### src/rtl/calc_pkg.sv
// Shared types for the calculator ALU: opcodes, FSM states and opcode width.
package calc_pkg;

  localparam int OP_W = 2;

  typedef enum logic [OP_W-1:0] {
    ADD = 2'd0,
    SUB = 2'd1,
    MUL = 2'd2,
    DIV = 2'd3
  } alu_op_t;

  typedef enum logic [1:0] {
    IDLE    = 2'd0,
    COMPUTE = 2'd1,
    DONE    = 2'd2
  } calc_alu_state_t;

endpackage

### src/rtl/calc_muldiv_core.sv
// Iterative magnitude multiplier (shift-add) and restoring divider, one step per cycle.
// The divider is only built when CALC_ALU_DIVIDE_EN is defined.
module calc_muldiv_core #(
  parameter int DATA_WIDTH = 16
) (
  input  logic                      clk,
  input  logic                      rst_n,
  input  logic                      i_start,
  input  logic                      i_is_div,
  input  logic [DATA_WIDTH-1:0]     i_operand_a,
  input  logic [DATA_WIDTH-1:0]     i_operand_b,
  output logic                      o_done,
  output logic [2*DATA_WIDTH-1:0]   o_mag
);
  localparam int DW = DATA_WIDTH;
  localparam int CW = $clog2(DW);

  logic              busy_q, busy_d;
  logic [CW-1:0]     cnt_q, cnt_d;
  logic [2*DW-1:0]   acc_q, acc_d;
  logic [2*DW-1:0]   mcand_q, mcand_d;
  logic [DW-1:0]     mplier_q, mplier_d;
  logic [DW-1:0]     mag_a, mag_b;

`ifdef CALC_ALU_DIVIDE_EN
  logic              is_div_q, is_div_d;
  logic [DW-1:0]     rem_q, rem_d;
  logic [DW-1:0]     quo_q, quo_d;
  logic [DW-1:0]     divisor_q, divisor_d;
  logic [DW:0]       shifted;
`else
  logic              unused_div;
  assign unused_div = i_is_div;
`endif

  // Two's-complement magnitude; -2^(DW-1) maps to 2^(DW-1), which still fits unsigned.
  assign mag_a = i_operand_a[DW-1] ? (~i_operand_a) + {{(DW-1){1'b0}}, 1'b1} : i_operand_a;
  assign mag_b = i_operand_b[DW-1] ? (~i_operand_b) + {{(DW-1){1'b0}}, 1'b1} : i_operand_b;

  always_comb begin
    busy_d   = busy_q;
    cnt_d    = cnt_q;
    acc_d    = acc_q;
    mcand_d  = mcand_q;
    mplier_d = mplier_q;
    o_done   = busy_q && (cnt_q == CW'(DW-1));
`ifdef CALC_ALU_DIVIDE_EN
    is_div_d  = is_div_q;
    rem_d     = rem_q;
    quo_d     = quo_q;
    divisor_d = divisor_q;
    shifted   = {rem_q, quo_q[DW-1]};
`endif
    if (i_start) begin
      busy_d   = 1'b1;
      cnt_d    = '0;
      acc_d    = '0;
      mcand_d  = {{DW{1'b0}}, mag_a};
      mplier_d = mag_b;
`ifdef CALC_ALU_DIVIDE_EN
      is_div_d  = i_is_div;
      rem_d     = '0;
      quo_d     = mag_a;
      divisor_d = mag_b;
`endif
    end else if (busy_q) begin
      cnt_d    = cnt_q + CW'(1);
      busy_d   = !o_done;
      acc_d    = acc_q + (mplier_q[0] ? mcand_q : '0);
      mcand_d  = mcand_q << 1;
      mplier_d = mplier_q >> 1;
`ifdef CALC_ALU_DIVIDE_EN
      if (shifted >= {1'b0, divisor_q}) begin
        rem_d = shifted[DW-1:0] - divisor_q;
        quo_d = {quo_q[DW-2:0], 1'b1};
      end else begin
        rem_d = shifted[DW-1:0];
        quo_d = {quo_q[DW-2:0], 1'b0};
      end
`endif
    end
    // Presented from the next-state value so the caller can latch it on the final step edge.
`ifdef CALC_ALU_DIVIDE_EN
    o_mag = is_div_q ? {{DW{1'b0}}, quo_d} : acc_d;
`else
    o_mag = acc_d;
`endif
  end

  always_ff @(posedge clk or negedge rst_n) begin
    if (!rst_n) begin
      busy_q   <= 1'b0;
      cnt_q    <= '0;
      acc_q    <= '0;
      mcand_q  <= '0;
      mplier_q <= '0;
`ifdef CALC_ALU_DIVIDE_EN
      is_div_q  <= 1'b0;
      rem_q     <= '0;
      quo_q     <= '0;
      divisor_q <= '0;
`endif
    end else begin
      busy_q   <= busy_d;
      cnt_q    <= cnt_d;
      acc_q    <= acc_d;
      mcand_q  <= mcand_d;
      mplier_q <= mplier_d;
`ifdef CALC_ALU_DIVIDE_EN
      is_div_q  <= is_div_d;
      rem_q     <= rem_d;
      quo_q     <= quo_d;
      divisor_q <= divisor_d;
`endif
    end
  end

endmodule

### src/rtl/calc_alu.sv
// Signed calculator ALU: add/sub in one cycle, mul/div iterative, magnitude+sign+error result.
// Define CALC_ALU_DIVIDE_EN to build the divider; otherwise DIV reports an error.
module calc_alu
  import calc_pkg::*;
#(
  parameter int DATA_WIDTH = 16
) (
  input  logic                  clk,
  input  logic                  rst_n,
  input  logic [DATA_WIDTH-1:0] i_operand_a,
  input  logic [DATA_WIDTH-1:0] i_operand_b,
  input  logic [1:0]            i_op,
  input  logic                  i_valid,
  output logic                  o_ready,
  output logic [DATA_WIDTH-1:0] o_result,
  output logic                  o_error,
  output logic                  o_result_is_neg,
  output logic                  o_valid,
  input  logic                  i_ready
);
  localparam int DW = DATA_WIDTH;
`ifdef CALC_ALU_DIVIDE_EN
  localparam bit DIV_EN = 1'b1;
`else
  localparam bit DIV_EN = 1'b0;
`endif
  localparam logic [2*DW-1:0] NEG_LIM = {{DW{1'b0}}, 1'b1, {(DW-1){1'b0}}};
  localparam logic [2*DW-1:0] POS_LIM = NEG_LIM - {{(2*DW-1){1'b0}}, 1'b1};

  calc_alu_state_t state_q, state_d;
  alu_op_t         op_q, op_d, in_op;
  logic [DW-1:0]   a_q, a_d, b_q, b_d;
  logic            fast_q, fast_d, fast_cmd;
  logic [DW-1:0]   result_q, result_d;
  logic            err_q, err_d, neg_q, neg_d, valid_q, valid_d;

  logic            core_start, core_done;
  logic [2*DW-1:0] core_mag;
  logic [DW:0]     sum, sum_mag;
  logic [2*DW-1:0] res_mag;
  logic            res_neg, force_err, fin_err, fin_neg;
  logic [DW-1:0]   fin_result;

  assign in_op    = alu_op_t'(i_op);
  // Commands that never touch the iterative core finish one edge after accept.
  assign fast_cmd = (in_op == ADD) || (in_op == SUB) ||
                    ((in_op == DIV) && ((i_operand_b == '0) || !DIV_EN));

  calc_muldiv_core #(.DATA_WIDTH(DW)) u_core (
    .clk         (clk),
    .rst_n       (rst_n),
    .i_start     (core_start),
    .i_is_div    (in_op == DIV),
    .i_operand_a (i_operand_a),
    .i_operand_b (i_operand_b),
    .o_done      (core_done),
    .o_mag       (core_mag)
  );

  always_comb begin
    sum       = (op_q == SUB) ? {a_q[DW-1], a_q} - {b_q[DW-1], b_q}
                              : {a_q[DW-1], a_q} + {b_q[DW-1], b_q};
    sum_mag   = sum[DW] ? (~sum) + {{DW{1'b0}}, 1'b1} : sum;
    res_mag   = core_mag;
    res_neg   = a_q[DW-1] ^ b_q[DW-1];
    force_err = 1'b0;
    if (fast_q) begin
      if ((op_q == ADD) || (op_q == SUB)) begin
        res_mag = {{(DW-1){1'b0}}, sum_mag};
        res_neg = sum[DW];
      end else begin
        force_err = 1'b1;
      end
    end
    // 2^(DW-1) is representable only as a negative result.
    fin_err    = force_err || (res_neg ? (res_mag > NEG_LIM) : (res_mag > POS_LIM));
    fin_result = fin_err ? '0 : res_mag[DW-1:0];
    fin_neg    = !fin_err && res_neg && (res_mag != '0);
  end

  always_comb begin
    state_d    = state_q;
    op_d       = op_q;
    a_d        = a_q;
    b_d        = b_q;
    fast_d     = fast_q;
    result_d   = result_q;
    err_d      = err_q;
    neg_d      = neg_q;
    valid_d    = valid_q;
    core_start = 1'b0;
    case (state_q)
      IDLE: begin
        if (i_valid) begin
          op_d       = in_op;
          a_d        = i_operand_a;
          b_d        = i_operand_b;
          fast_d     = fast_cmd;
          core_start = !fast_cmd;
          state_d    = COMPUTE;
        end
      end
      COMPUTE: begin
        if (fast_q || core_done) begin
          result_d = fin_result;
          err_d    = fin_err;
          neg_d    = fin_neg;
          valid_d  = 1'b1;
          state_d  = DONE;
        end
      end
      DONE: begin
        if (i_ready) begin
          valid_d = 1'b0;
          state_d = IDLE;
        end
      end
      default: state_d = IDLE;
    endcase
  end

  always_ff @(posedge clk or negedge rst_n) begin
    if (!rst_n) begin
      state_q  <= IDLE;
      op_q     <= ADD;
      a_q      <= '0;
      b_q      <= '0;
      fast_q   <= 1'b0;
      result_q <= '0;
      err_q    <= 1'b0;
      neg_q    <= 1'b0;
      valid_q  <= 1'b0;
    end else begin
      state_q  <= state_d;
      op_q     <= op_d;
      a_q      <= a_d;
      b_q      <= b_d;
      fast_q   <= fast_d;
      result_q <= result_d;
      err_q    <= err_d;
      neg_q    <= neg_d;
      valid_q  <= valid_d;
    end
  end

  assign o_ready         = (state_q == IDLE);
  assign o_result        = result_q;
  assign o_error         = err_q;
  assign o_result_is_neg = neg_q;
  assign o_valid         = valid_q;

endmodule

### config.mk
export PLATFORM = sky130hd
export DESIGN_NAME = calc_alu
export DESIGN_NICKNAME = d
export VERILOG_FILES = /design/src/rtl/calc_pkg.sv /design/src/rtl/calc_muldiv_core.sv /design/src/rtl/calc_alu.sv
export SDC_FILE = /design/constraint.sdc
export NUM_CORES = 1
export LEC_CHECK = 0
export CAP_MARGIN = 0
export CORE_AREA = 4 4 144 146
export CTS_CLUSTER_DIAMETER = 100
export CTS_CLUSTER_SIZE = 10
export DETAILED_ROUTE_END_ITERATION = 16
export DIE_AREA = 0 0 148 150
export GPL_ROUTABILITY_DRIVEN = 0
export GPL_TIMING_DRIVEN = 0
export PLACE_DENSITY = 0.77
export SYNTH_ARGS = -nofsm -noshare
export SYNTH_HDL_FRONTEND = slang
export SYNTH_SLANG_ARGS = --single-unit
### constraint.sdc
create_clock -name clk -period 7.95 [get_ports clk]
set_input_delay 0.795 -clock clk [delete_from_list [all_inputs] [get_ports clk]]
set_output_delay 0.795 -clock clk [all_outputs]
set_load 0.03 [all_outputs]
Word level (Yosys, flattened, before mapping)
Index checks and enable logic that the tools add are counted.
Storage, ports and cells
  flip-flop bits (word level): 141
  bits of input ports: 38
  output and inout port bits: 20
  word-level logic and storage cells: 89
Cells by class
  bitwise logic cells: 4
  add/sub/neg operators: 7
  $lt $le $gt $ge: 2
  equal/unequal tests: 9
  reduce and logical (&&, ||, !) cells: 21
  multiplexer cells: 32
Operators with widths (number)
  32-bit two-way mux: 7
  16-bit two-way mux: 5
  17-bit two-way mux: 2
  16-bit by 1-bit adder with 16-bit output, second input constant: 2
  32-bit adder: 1
  32-bit by 15-bit > comparator with 1-bit output, second input constant: 1
  32-bit by 16-bit > comparator with 1-bit output, second input constant: 1
  16-bit inverter: 2
  32-bit nonzero test: 1
  16-bit by 16-bit adder with 17-bit output: 1
  17-bit by 1-bit adder with 17-bit output, second input constant: 1
  17-bit inverter: 1
  16-bit by 16-bit subtractor with 17-bit output: 1
  1-bit two-way mux: 11
  4-bit two-way mux: 2
  2-bit by 1-bit equality test with 1-bit output, second input constant: 3
  2-bit logical NOT: 3
  2-bit two-way mux: 3
  2-bit inequality test, second input constant: 3
  2-bit one-hot mux with 3 select lines: 1
  3-bit AND reduction: 2
  1-bit logical OR: 5
  4-bit by 1-bit adder with 4-bit output, second input constant: 1
  2-bit equality test, second input constant: 2
  7 further kinds: 13

Longest topological paths before layout
  depth in word-level cells: 15
  mapped depth: 20
  depth with buffers taken out: 18

Hierarchy
Synthesis repeated with hierarchy kept, for this count alone.
Unflattened totals
  cell total of the unflattened synthesis: 1192
  area, all modules: 10485.1 um2
By module, submodules not included
  calc_muldiv_core: cells an instance 682, times used 1, area each 5969.5 um2, sequential area each 2127.0 um2
  calc_alu: cells an instance 510, times used 1, area each 4515.6 um2, sequential area each 1401.3 um2

Least setup slack after synthesis
Ideal clock, no wire load.
  path type: register to register
  start point: register b_q[5]
  end point: register neg_q (netlist: o_result_is_neg)
  stages on the path, launching flop included: 19
  setup time: 126 ps
  slack: 3582 ps
  period minus slack after synthesis: 4368 ps
  required time: 7824 ps
  data arrival time: 4242 ps
  buffers on the path: 1
  cell sequence: dfrtp_1 nor4_2 nand2b_1 nor4_1 nand2_1 nand2_1 xnor2_1 ha_1 clkbuf_1 and2_1 and3_1 a21oi_2 xnor2_1 or4b_1 o41ai_1 mux2i_1 o21ai_2 or2_0 a221o_1
Between the ends
  cells in the longest elaborated chain, start to end: 13
  elaborated cells on any way between the ends: 18
  classes of those cells: 3 x add/sub; 2 x order compare; 7 x mux; 1 x bitwise; 5 x reduce/logical
Ends and longest elaborated chain
  start: declaration: line calc_alu.sv:32  | logic [DW-1:0] a_q, a_d, b_q, b_d;
  start signal: assignment: line calc_alu.sv:127  | b_q <= '0;
  start signal: assignment: line calc_alu.sv:137  | b_q <= b_d;
  16-bit by 16-bit adder with 17-bit output or 16-bit by 16-bit subtractor with 17-bit output (tied branches): line calc_alu.sv:62, calc_alu.sv:61
  17-bit two-way mux (*): line calc_alu.sv:61  | sum = (op_q == SUB) ? {a_q[DW-1], a_q} - {b_q[DW-1], b_q}
  17-bit inverter: line calc_alu.sv:63  | sum_mag = sum[DW] ? (~sum) + {{DW{1'b0}}, 1'b1} : sum;
  17-bit by 1-bit adder with 17-bit output: line calc_alu.sv:63
  17-bit two-way mux: line calc_alu.sv:63
  32-bit two-way mux: line calc_alu.sv:68  | if ((op_q == ADD) || (op_q == SUB)) begin
  32-bit two-way mux: line calc_alu.sv:67  | if (fast_q) begin
  32-bit by 15-bit > comparator with 1-bit output or 32-bit by 16-bit > comparator with 1-bit output (tied branches): line calc_alu.sv:76  | fin_err = force_err || (res_neg ? (res_mag > NEG_LIM) : (res_mag > POS_LIM));
  1-bit two-way mux: line calc_alu.sv:76
  1-bit logical OR: line calc_alu.sv:76
  1-bit logical NOT: line calc_alu.sv:78  | fin_neg = !fin_err && res_neg && (res_mag != '0);
  1-bit logical AND: line calc_alu.sv:78
  1-bit logical AND (*): line calc_alu.sv:78
  end signal: assignment: line calc_alu.sv:141  | neg_q <= neg_d;
  end: declaration: line calc_alu.sv:35  | logic err_q, err_d, neg_q, neg_d, valid_q, valid_d;
Every way passes the cells marked *; elsewhere a longest branch is shown, timed or not.
A chain may end at the register's enable or synchronous reset.

Final worst setup path
Same ends and word-level chain as after synthesis.

==> run summary <==
The pre-antenna-repair detailed-routing pass consisted of 5 iterations. 58 I/O pins were placed. The number of nets in the layout is 1371, and the number of H-tree levels is 4. The logs give 2.82 ns for the setup slack at placement and 9547 for the overall via count from detail_route. Along the worst path, the maximum fanout reaches 10.

For the worst setup path, the data required time is 8.32 ns. The total count of max-transition violations in the final report was 0. The logs give 0.309 for the relative max-transition margin and 0.620 for the final core area utilization. The endpoint arrival time on the critical path is 5.63 ns, and the fraction of registers with async set/reset is 1.00.

For the sequential-to-total area share from yosys stat, the log shows 0.335. Yosys instantiated no cell more often than sky130_fd_sc_hd__dfrtp_1. The floorplan step set the die height to 150 um.

The initialized floorplan defines 51 standard-cell rows. The Yosys step of the flow raised 0 warnings. The clock input transition at the sequential cells of the worst setup and hold paths was 0.07 ns. The final worst-path setup slack came out at 2.69 ns.

The number of antenna diodes in the final layout is 0. The run finished with clean final reports. The tools report the clock root buffer master as sky130_fd_sc_hd__clkbuf_16. After detailed routing, the met2 layer carries 13200 um of wire. Slowest stage cell on the critical path: sky130_fd_sc_hd__xor2_2. The count of cells in the finished layout, fillers not included, comes to 1557. On the worst path, the slowest cell contributes a delay of 0.50 ns. The highest metal layer carrying signal wires in the routed design is met4. The proportion of netlist area held by the largest area contributor works out to 0.335. In the final routed layout, each cell accounts on average for 18.4 um. For the synthesized area, the log shows 0.0105 sq mm. sky130_fd_sc_hd__dfrtp_1 takes more of the synthesized area than any other cell. The category of cells accounting for the largest share of critical-path delay is simple AND/OR/NAND/NOR gates. The setup path with the least slack is of type flip-flop to flip-flop. The tools report the initial core utilization as 0.542.

The element type at the critical path end is a flip-flop. The tools report the post-detailed-route DRC marker count as 0. Cell repeated most along the worst path: sky130_fd_sc_hd__nor4_1. For the total count of hold-check failures in the final report, the log shows 0. Commonest register cell after synthesis: sky130_fd_sc_hd__dfrtp_1. The highest clock rate is 190 MHz, and the post-synthesis average cell area is 8.74 sq um.

The number of buffers inserted to repair setup after CTS is 0. The logs give 12600 um for the met1 layer wirelength in the final routing and 0.00353 sq mm for the flip-flop and latch area. The synthesized design contains 141 register bits. The worst-margin pin slew came out at 1.02 ns. On the final layout, the worst clock skew is 0.0132 ns. Setup repair after global routing left no endpoint under its margin. Wires add up to 28700 um. The share of layout cells above drive strength 1 works out to 0.0797.

Dividing the detail-routed via count by the number of cells gives 6.13. Counting along the longest clock path gives a buffer depth of 2. After synthesis, the cell types taking the most area are sky130_fd_sc_hd__dfrtp_1 34%, sky130_fd_sc_hd__ha_1 6.2%, sky130_fd_sc_hd__mux2i_1 6.0%.

The unique cell type count in the Yosys netlist came out at 83. Ranked by instance count, the synthesized netlist is headed by 141 x sky130_fd_sc_hd__dfrtp_1, 129 x sky130_fd_sc_hd__nand2_1, 98 x sky130_fd_sc_hd__nor2_1, 75 x sky130_fd_sc_hd__o21ai_0, 63 x sky130_fd_sc_hd__mux2i_1. The number of buffers added on ports is 56, and the time the worst path needs with I/O delays and setup is 5.26 ns. The logs give 1525 for the number of cells after detailed placement and 17 for the total CTS buffers. The class of the most critical hold timing path is input pin to async pin. The sum of overflow across all layers after global routing was 0. TritonCTS built the clock tree. Setup violations remaining at the end of the flow were counted as 0. The hold buffer count at cts is 0, and the synthesized instance count is 1203. The floorplan step defined a die boundary enclosing 0.0222 sq mm. In this run, post-CTS repair resized a total of 0 instances. The layout overhead on the synthesized area was 14.3%; the final worst-path cycle share was 0.661.

The first routing iteration left 1037 violations. The run gives 0 as the number of nets with antenna violations after routing. The layout has 1709 filler cells. The tool flagged a number of max-cap violations equal to 0. The run gives 0 as the number of antenna violations at the first check in global routing.

The clock sink count came out at 141. For the final routed database, the setup TNS stands at 0 ns. Once detailed placement completed, the half-perimeter wirelength came to 22100 um. The run gives 46700 um as the first-pass GRT wire length. The number of nets produced by synthesis is 1295.

The synthesized design contains 0 enable-type register cells. Walking the worst path, the cells encountered are nor4_2, nand2b_1, nor4_1, nand2_1, nand2_1, xnor2_1, ha_1, clkbuf_1, and2_1, nand3_1, a211oi_1, o31ai_4, xor2_2, o211ai_1, a31o_2, nor4_1, nand4_1, nor4_1, a221o_1. The largest net degree at the start of global routing was 80; the die width was 148 um. The total global-route track usage was 0.262. The number of buffer and inverter instances along the worst setup path is 1, and the insertion delay to the later sink of the worst-skew pair is 0.44 ns. The met3 routed wirelength was 2210 um.

STA classifies the critical path startpoint as a flip-flop. The via count of the first global-routing pass was 9168. After floorplanning, the core was sized to cover 0.0194 sq mm.

Summing all multi-input logic gate instances after layout gives 0.00661 sq mm.
[cells in the final DEF, fill, tap and decap left out, types with 20 or more instances in the layout]
| cell type | count |
|---|---|
| sky130_fd_sc_hd__a21oi_1 | 61 |
| sky130_fd_sc_hd__and2_1 | 40 |
| sky130_fd_sc_hd__clkbuf_1 | 45 |
| sky130_fd_sc_hd__clkdlybuf4s50_1 | 55 |
| sky130_fd_sc_hd__dfrtp_1 | 141 |
| sky130_fd_sc_hd__ha_1 | 52 |
| sky130_fd_sc_hd__inv_1 | 24 |
| sky130_fd_sc_hd__mux2_2 | 29 |
| sky130_fd_sc_hd__mux2i_1 | 63 |
| sky130_fd_sc_hd__nand2_1 | 129 |
| sky130_fd_sc_hd__nand3_1 | 31 |
| sky130_fd_sc_hd__nor2_1 | 98 |
| sky130_fd_sc_hd__nor3_1 | 26 |
| sky130_fd_sc_hd__o211ai_1 | 21 |
| sky130_fd_sc_hd__o21ai_0 | 75 |
| sky130_fd_sc_hd__o31ai_1 | 20 |
| sky130_fd_sc_hd__xnor2_1 | 59 |
| sky130_fd_sc_hd__xor2_1 | 20 |
[path summary, 6_finish.rpt]
kind                        startpoint                 end  slack (ns)  cells after the start
min in group clk           o_result[6]         o_result[6]        0.48                      2
setup reg to reg                b_q[5]     o_result_is_neg        2.69                     19
hold reg to reg            o_result[6]         o_result[6]        0.48                      2
hold / removal                   rst_n    u_core.acc_q[18]        0.39                      1
max in group asynchronous        rst_n  u_core.mplier_q[5]        6.74                      2
setup / recovery                b_q[5]     o_result_is_neg        2.69                     19
[kinds of logic after synthesis]
logic type / share of synthesized area
adder cells (fa/ha/maj): 0.0657
multiplexers: 0.0910
flip-flops: 0.335
XOR/XNOR: 0.0689
buffers and inverters: 0.0358
AND/OR/NAND/NOR: 0.200
AO/OA/AOI/OAI: 0.203
[through the flow]
stage | hold slack (ns) | instance area, sq um
after floorplan | 0.456 | 10500
after global placement | 0.463 | 11400
after detailed placement | 0.474 | 11400
after CTS | 0.442 | 12000
after global routing | 0.475 | 12000
final | 0.389 | 12000
[registers in the layout (all words and copies together), names as in the netlist]
signal           cells
b_q                 16
u_core.mcand_q      32
op_q                 2
u_core.busy_q        1
state_q              2
o_result_is_neg      1
u_core.acc_q        32
o_result            16
o_error              1
u_core.mplier_q     16
a_q                 16
fast_q               1
u_core.cnt_q         4
o_valid              1
[routing by layer]
layer | track usage | up-vias
met3 | 0.0433 | 59
met4 | 0.0831 | 0
met5 | 0 | -
li1 | - | 4541
met1 | 0.366 | 4502
met2 | 0.420 | 445
[area by class of cell]
type	count	area share
multi-input combinational	972	0.550
buffer	65	0.0235
timing repair buffer	57	0.0490
sequential	141	0.293
tap	265	0.0276
inverter	25	0.00780
clock buffer	18	0.0365
clock inverter	14	0.0121
Power is left out: the tool's default activity adds up to more than one toggle a clock period on the data nets, which glitch-free logic cannot reach.
